$ cat config.mk
export PLATFORM = sky130hd
export DESIGN_NAME = multdiv_sequencer
export DESIGN_NICKNAME = d
export VERILOG_FILES = /design/src/rtl/multdiv_pkg.sv /design/src/rtl/iter_counter.sv /design/src/rtl/multdiv_sequencer.sv
export SDC_FILE = /design/constraint.sdc
export NUM_CORES = 1
export LEC_CHECK = 0
export ABC_AREA = 1
export CAP_MARGIN = 30
export CORE_MARGIN = 1
export CORE_UTILIZATION = 25
export CTS_CLUSTER_DIAMETER = 80
export DETAILED_ROUTE_END_ITERATION = 10
export PLACE_DENSITY_LB_ADDON = 0.2
export SLEW_MARGIN = 20
export SYNTH_ARGS = -nofsm -noshare
export SYNTH_HDL_FRONTEND = slang
export SYNTH_HIERARCHICAL = 1
export SYNTH_SLANG_ARGS = --single-unit
$ cat constraint.sdc
create_clock -name clk -period 3.2 [get_ports clk]
set_input_delay 0.32 -clock clk [delete_from_list [all_inputs] [get_ports clk]]
set_output_delay 0.32 -clock clk [all_outputs]
set_load 0.02 [all_outputs]
$ cat src/rtl/multdiv_pkg.sv
// Shared constants for the multiply/divide sequencer.
// State codes, iteration defaults and the exception code.
package multdiv_pkg;

   localparam int ITER_W     = 5;
   localparam int MULT_ITERS = 16;
   localparam int DIV_ITERS  = 32;

   localparam logic [2:0] S_IDLE = 3'd0;
   localparam logic [2:0] S_INIT = 3'd1;
   localparam logic [2:0] S_RUN  = 3'd2;
   localparam logic [2:0] S_FIN  = 3'd3;
   localparam logic [2:0] S_DONE = 3'd4;

   localparam logic DIV_ZERO = 1'b1;

endpackage

$ cat src/rtl/iter_counter.sv
// Iteration up-counter read by the multiply/divide datapath.
// Reset and clear both zero it; enable advances it by one.
module iter_counter #(
   parameter int W = 5
) (
   input  logic         clk,
   input  logic         reset,
   input  logic         clear,
   input  logic         en,
   output logic [W-1:0] count
);

   always_ff @(posedge clk) begin
      if (!reset) begin
         count <= '0;
      end else if (clear) begin
         count <= '0;
      end else if (en) begin
         count <= count + W'(1);
      end
   end

endmodule

$ cat src/rtl/multdiv_sequencer.sv
// Control FSM for the iterative multiply/divide datapath.
// Moore outputs: everything is decoded from registered state.
module multdiv_sequencer #(
   parameter int ITER_W     = multdiv_pkg::ITER_W,
   parameter int MULT_ITERS = multdiv_pkg::MULT_ITERS,
   parameter int DIV_ITERS  = multdiv_pkg::DIV_ITERS
) (
   input  logic              clk,
   input  logic              reset,
   input  logic              ctrl_mult,
   input  logic              ctrl_div,
   input  logic              divisor_zero,
   output logic              busy,
   output logic              init,
   output logic              step,
   output logic [ITER_W-1:0] iter_count,
   output logic              op_is_div,
   output logic              finish,
   output logic              data_ready,
   output logic              data_exception
);

   import multdiv_pkg::*;

   logic [2:0]      state;
   logic [2:0]      nxt;
   logic            op_div;
   logic            exc;
   logic            start;
   logic            last;
   logic            cnt_clr;
   logic            cnt_en;
   logic [ITER_W:0] last_val;

   assign start = ctrl_mult | ctrl_div;

   // One extra bit so N = 2^ITER_W still fits as N-1 = all-ones.
   assign last_val = op_div ? (ITER_W+1)'(DIV_ITERS - 1)
                            : (ITER_W+1)'(MULT_ITERS - 1);
   assign last     = ({1'b0, iter_count} == last_val);

   always_comb begin
      nxt = state;
      unique case (state)
         S_IDLE: nxt = start ? S_INIT : S_IDLE;
         S_INIT: begin
            if (start)
               nxt = S_INIT;
            else if (op_div && divisor_zero)
               nxt = S_DONE;
            else
               nxt = S_RUN;
         end
         S_RUN: begin
            if (start)
               nxt = S_INIT;
            else if (last)
               nxt = S_FIN;
            else
               nxt = S_RUN;
         end
         S_FIN:  nxt = start ? S_INIT : S_DONE;
         S_DONE: nxt = start ? S_INIT : S_IDLE;
         default: nxt = S_IDLE;
      endcase
   end

   always_ff @(posedge clk) begin
      if (!reset) begin
         state  <= S_IDLE;
         op_div <= 1'b0;
         exc    <= 1'b0;
      end else begin
         state <= nxt;
         if (start)
            op_div <= ctrl_div & ~ctrl_mult;
         exc <= (state == S_INIT && op_div && divisor_zero && !start)
                ? DIV_ZERO : 1'b0;
      end
   end

   // Zero the counter on any restart and whenever we are not stepping.
   assign cnt_clr = start | (state != S_RUN);
   assign cnt_en  = step & ~last;

   iter_counter #(
      .W(ITER_W)
   ) u_cnt (
      .clk  (clk),
      .reset(reset),
      .clear(cnt_clr),
      .en   (cnt_en),
      .count(iter_count)
   );

   assign init           = (state == S_INIT);
   assign step           = (state == S_RUN);
   assign finish         = (state == S_FIN);
   assign busy           = init | step | finish;
   assign data_ready     = (state == S_DONE);
   assign data_exception = data_ready & exc;
   assign op_is_div      = op_div;

endmodule

* Yosys cells after proc, flatten, opt, wreduce, memory -nomap -nowiden
Index checks and enable logic that the tools add are counted.
** Cells by class
- Equal/unequal tests :: 6
- Multiplexer cells :: 9
- Reductions and logical operators :: 8
- Add/subtract/negate cells :: 1
- Bitwise gates (word level) :: 10
** Operators with widths (count)
- 3-bit case mux with 4 select lines :: 1
- 3-bit two-way mux :: 3
- 3-bit by 2-bit equality test with 1-bit output (second input constant) :: 2
- 5-bit by 1-bit adder with 5-bit output (second input constant) :: 1
- 5-bit equality test :: 1
- 5-bit two-way mux :: 1
- 1-bit logical AND :: 4
- 1-bit bitwise OR :: 4
- 2-bit OR reduction :: 2
- 1-bit AND :: 3
- 3-bit by 1-bit equality test with 1-bit output (second input constant) :: 1
- 3-bit equality test (second input constant) :: 1
- 3-bit logical NOT :: 1
- 1-bit two-way mux :: 3
- 3-bit by 2-bit inequality test with 1-bit output (second input constant) :: 1
- 1-bit NOT :: 3
- 2-bit two-way mux :: 1
- 1-bit logical NOT :: 1
** Storage, ports and cells
- Bits of input ports :: 5
- Logic and storage cells :: 38
- Output and inout port bits :: 12
- Register bits after elaboration :: 10

* Longest topological paths before layout
- Depth in word-level cells :: 5
- Mapped depth :: 9
- Gate-level depth less buffers :: 9

* Hierarchy
The synthesis kept the hierarchy.
** By module, submodules not included
- multdiv_sequencer :: cells each 42, area an instance 282.8 um^2, sequential area each 100.1 um^2, instances 1
- iter_counter :: cells each 31, area an instance 214.0 um^2, sequential area each 100.1 um^2, instances 1

* Worst setup path after synthesis
No wires, ideal clock.
- Kind :: register to register
- From :: register state[1]
- To :: register u_cnt.count[4]
- Required time :: 3087 ps
- Setup time :: 113 ps
- Setup slack :: 1615 ps
- Cell stages (with the launch flop) :: 9
- Arrival :: 1472 ps
- Buffers on the path :: 0
- Period minus slack after synthesis :: 1585 ps
- Cells stage by stage :: dfxtp_1 > nand2_2 > nor2_4 > a21boi_0 > nand2_1 > nor2_1 > nand2_1 > nand2_1 > nor2_1
** On the way
- Elaborated cells between the ends (all ways) :: 5
- Classes of those cells :: eq/ne: 2; bitwise: 2; reduce/logical: 1
** RTL lines
- start, declared :: RTL line multdiv_sequencer.sv:25 : logic [2:0] state;
- start signal, assigned :: RTL line multdiv_sequencer.sv:74 : state <= nxt;
- 3-bit by 2-bit equality test with 1-bit output :: RTL line multdiv_sequencer.sv:97 : assign step = (state == S_RUN);
- named net step :: RTL line multdiv_sequencer.sv:15 : output logic step,
- 1-bit AND :: RTL line multdiv_sequencer.sv:84 : assign cnt_en = step & ~last;
- named net cnt_en :: RTL line multdiv_sequencer.sv:32 : logic cnt_en;
- end signal, assigned :: RTL line iter_counter.sv:19 : count <= count + W'(1);
- end, declared :: RTL line iter_counter.sv:10 : output logic [W-1:0] count
The timed path passes the listed nets, and every way through them passes these cells.
A chain may end at the register's enable or synchronous reset.

* Worst setup path after layout
- From :: register state[1]
- To :: output data_exception
** On the way
- Word-level cells in the longest chain between the ends :: 2
** RTL lines
- 3-bit equality test :: RTL line multdiv_sequencer.sv:100 : assign data_ready = (state == S_DONE);
- 1-bit AND :: RTL line multdiv_sequencer.sv:101 : assign data_exception = data_ready & exc;
- end, declared :: RTL line multdiv_sequencer.sv:20 : output logic data_exception
No other way between the ends.

==> reports/results.ini <==
[timing]
finalCritPeriodShare_pct=59.7
setup_violations=0
skew_ps=3.34
relSlewSlack_pct=64.3
setup_tns_ps=0
fmax_ghz=0.524
rsz0062_at_grt=false
hold_viol_final=0
fin_crit_ps=1910
drv_slew=0
worst_pin_slew_ps=531

[cells_and_area]
finalCoreUtilization_pct=39.4
fillers=210
area_growth_pct=43.1
diodes=0
drive_above_1_share_pct=9.78
final_cells=117
nets=100

[synthesis]
seq_area_frac_synth_pct=40.3
synthArstFlopShare_pct=0
synth_common_cells=nor2_1, nand2_1, dfxtp_1, inv_1
yosysUniqueCellTypes=18
ys_seq_elements=10
synth_edf_count=0
synth_ff_type=dfxtp_1
avgSynthCellArea_um2=6.80
synth_top_area_cell=dfxtp_1
syn_area_um2=497
synth_most_common_cell=nor2_1
postSynthCellCount=73
yosysWarnings=6
yosysTopAreaCellShare_pct=40.3
syn_nets=79
synth.area.top_cells=dfxtp_1, nor2_1, nand2_1

[worst_setup_path]
worst-setup-path-type=reg2out
setup.worst_path.end_class=output port
cp_max_fo=6
reg2reg_to=u_cnt/count[4]$_SDFFE_PP0P_
rrSetupSlack_ps=1470
arrival_ps=1590
r2r_cells=9
crit_required_ps=2880
start_kind=flop
cp-startpoint=state[1]$_SDFF_PN0_
cp-endpoint=data_exception
rr_startpoint=state[2]$_SDFF_PN0_

[clock_tree]
clkLatencyLatePin_ps=260
cts_buffers=3
clkTransAtPathRegs_ps=60
cts-root-buf=clkbuf_4
cts_resized=0
htree_num_levels=1
postCtsHoldBufs=0
numClockSinks=10
post_cts_buffers=0
cts_tree=yes
cts_buffer_depth=2

[power_and_ir_drop]
vdd_drop_max_mv=0.170
p_per_area_nw_per_um2=339
fin_total_pwr_uw=241
p_leak_nw=0.254

[grt]
grt_pass1_wl_mm=1.68
met1_usage_pct=14.6
grt_use_met3_pct=6.27
use_met2_pct=16.4
grt-ovfl-total=0
grt_use_total_pct=11.0
grt_pass1_vias=404
grt_max_degree=7
top_usage_layer=met2
antenna_found_initial=0

[status]
status=finished, final reports clean

[drt]
wirelength_mm=1.08
viasPerCell=4.22
ant_nets=0
vias=494
wire_per_inst_um=9.19
drtIter0Drc=4
drc=0
first_pass_iters=4

[job]
drv_cap=0

[floorplan]
dieHeight_um=46.6
core_um2=1800
num_io_pins=17
row_count=15
chipWidth_um=46.6
initial_utilization_pct=27.6
fp.dieArea_um2=2170

[hold_path]
hold_class=reg2reg

[placed_design]
dp_hpwl_um=800
dp_cells=114
port_buffers=16
gp_congestion=0.764

-- metal layers --
layer | up-vias | share of wire [%]
met5 | - | 0
met4 | 0 | 0
met3 | 0 | 9.8
met2 | 15 | 43
met1 | 210 | 47
li1 | 269 | -
-- worst min-delay path by stage --
stage	startpoint	slack (ps)	end	depth (start not counted)
2_1_floorplan	ctrl_mult	400	op_is_div$_SDFFE_PN0N_	1
3_3_place_gp	u_cnt/count[2]$_SDFFE_PP0P_	510	u_cnt/count[2]$_SDFFE_PP0P_	2
3_5_place_dp	u_cnt/count[0]$_SDFFE_PP0P_	510	u_cnt/count[0]$_SDFFE_PP0P_	2
4_1_cts	u_cnt/count[0]$_SDFFE_PP0P_	520	u_cnt/count[0]$_SDFFE_PP0P_	2
5_1_grt	u_cnt/count[0]$_SDFFE_PP0P_	560	u_cnt/count[0]$_SDFFE_PP0P_	2
6_report	u_cnt/count[0]$_SDFFE_PP0P_	520	u_cnt/count[0]$_SDFFE_PP0P_	2
-- final cells by class --
cell class	instances	area [µm²]	area share (%)
inverters	10	37.5	5.28
multi-input cells	53	259	36.4
repair buffers	16	160	22.5
well taps	25	31.3	4.40
flip-flops and latches	10	200	28.2
clock buffers	3	22.5	3.17
-- cell usage in the layout (no fill, tap or decap) --
cell / count
nand3_1: 2
ha_1: 1
nor3_2: 1
a21oi_1: 3
nand2_2: 2
dfxtp_1: 10
clkbuf_4: 3
o21ai_0: 3
nor2_1: 17
clkdlybuf4s50_1: 16
nand4_1: 1
a21boi_0: 1
a21oi_2: 1
nor2_2: 1
nor2_4: 1
nand2_1: 15
nor3_1: 2
o211ai_1: 1
and3_1: 1
inv_1: 10
-- state kept, by name (all words and copies together), names as in the netlist --
| signal | flops |
|---|---|
| exc | 1 |
| op_is_div | 1 |
| u_cnt/count | 5 |
| state | 3 |
-- worst max-delay path, cell delays in order, from the launching register on --
cell and delay, ps:
dfxtp_1 360, nor2_1 190, and3_1 170, clkdlybuf4s50_1 590
-- where the power goes --
part           internal [mW]  switching [mW]  total (mW)  leakage [nW]
Sequential             0.126         0.00262       0.129        0.0811
Clock                 0.0434          0.0423      0.0857        0.0138
Combinational         0.0126          0.0138      0.0264         0.159
Total                  0.182          0.0587       0.241         0.254
-- metrics by stage --
stage               setup WS (ps)  area, µm²  hold WS, ps
detailed placement           1470        688          513
global route                 1180        711          558
CTS                          1290        711          525
global placement             1440        688          507
floorplan                    1610        497          399
finish                       1290        711          524
-- cell families after synthesis --
kind of cell / count (synthesis) / synth area share [%]
AOI/OAI and AO/OA: 9 / 10.8
and+or+nand+nor: 43 / 38.8
adders and majority gates: 1 / 2.52
DFF: 10 / 40.3
buffers and inverters: 10 / 7.56
Note: power is estimated with default switching activity, not from simulation.
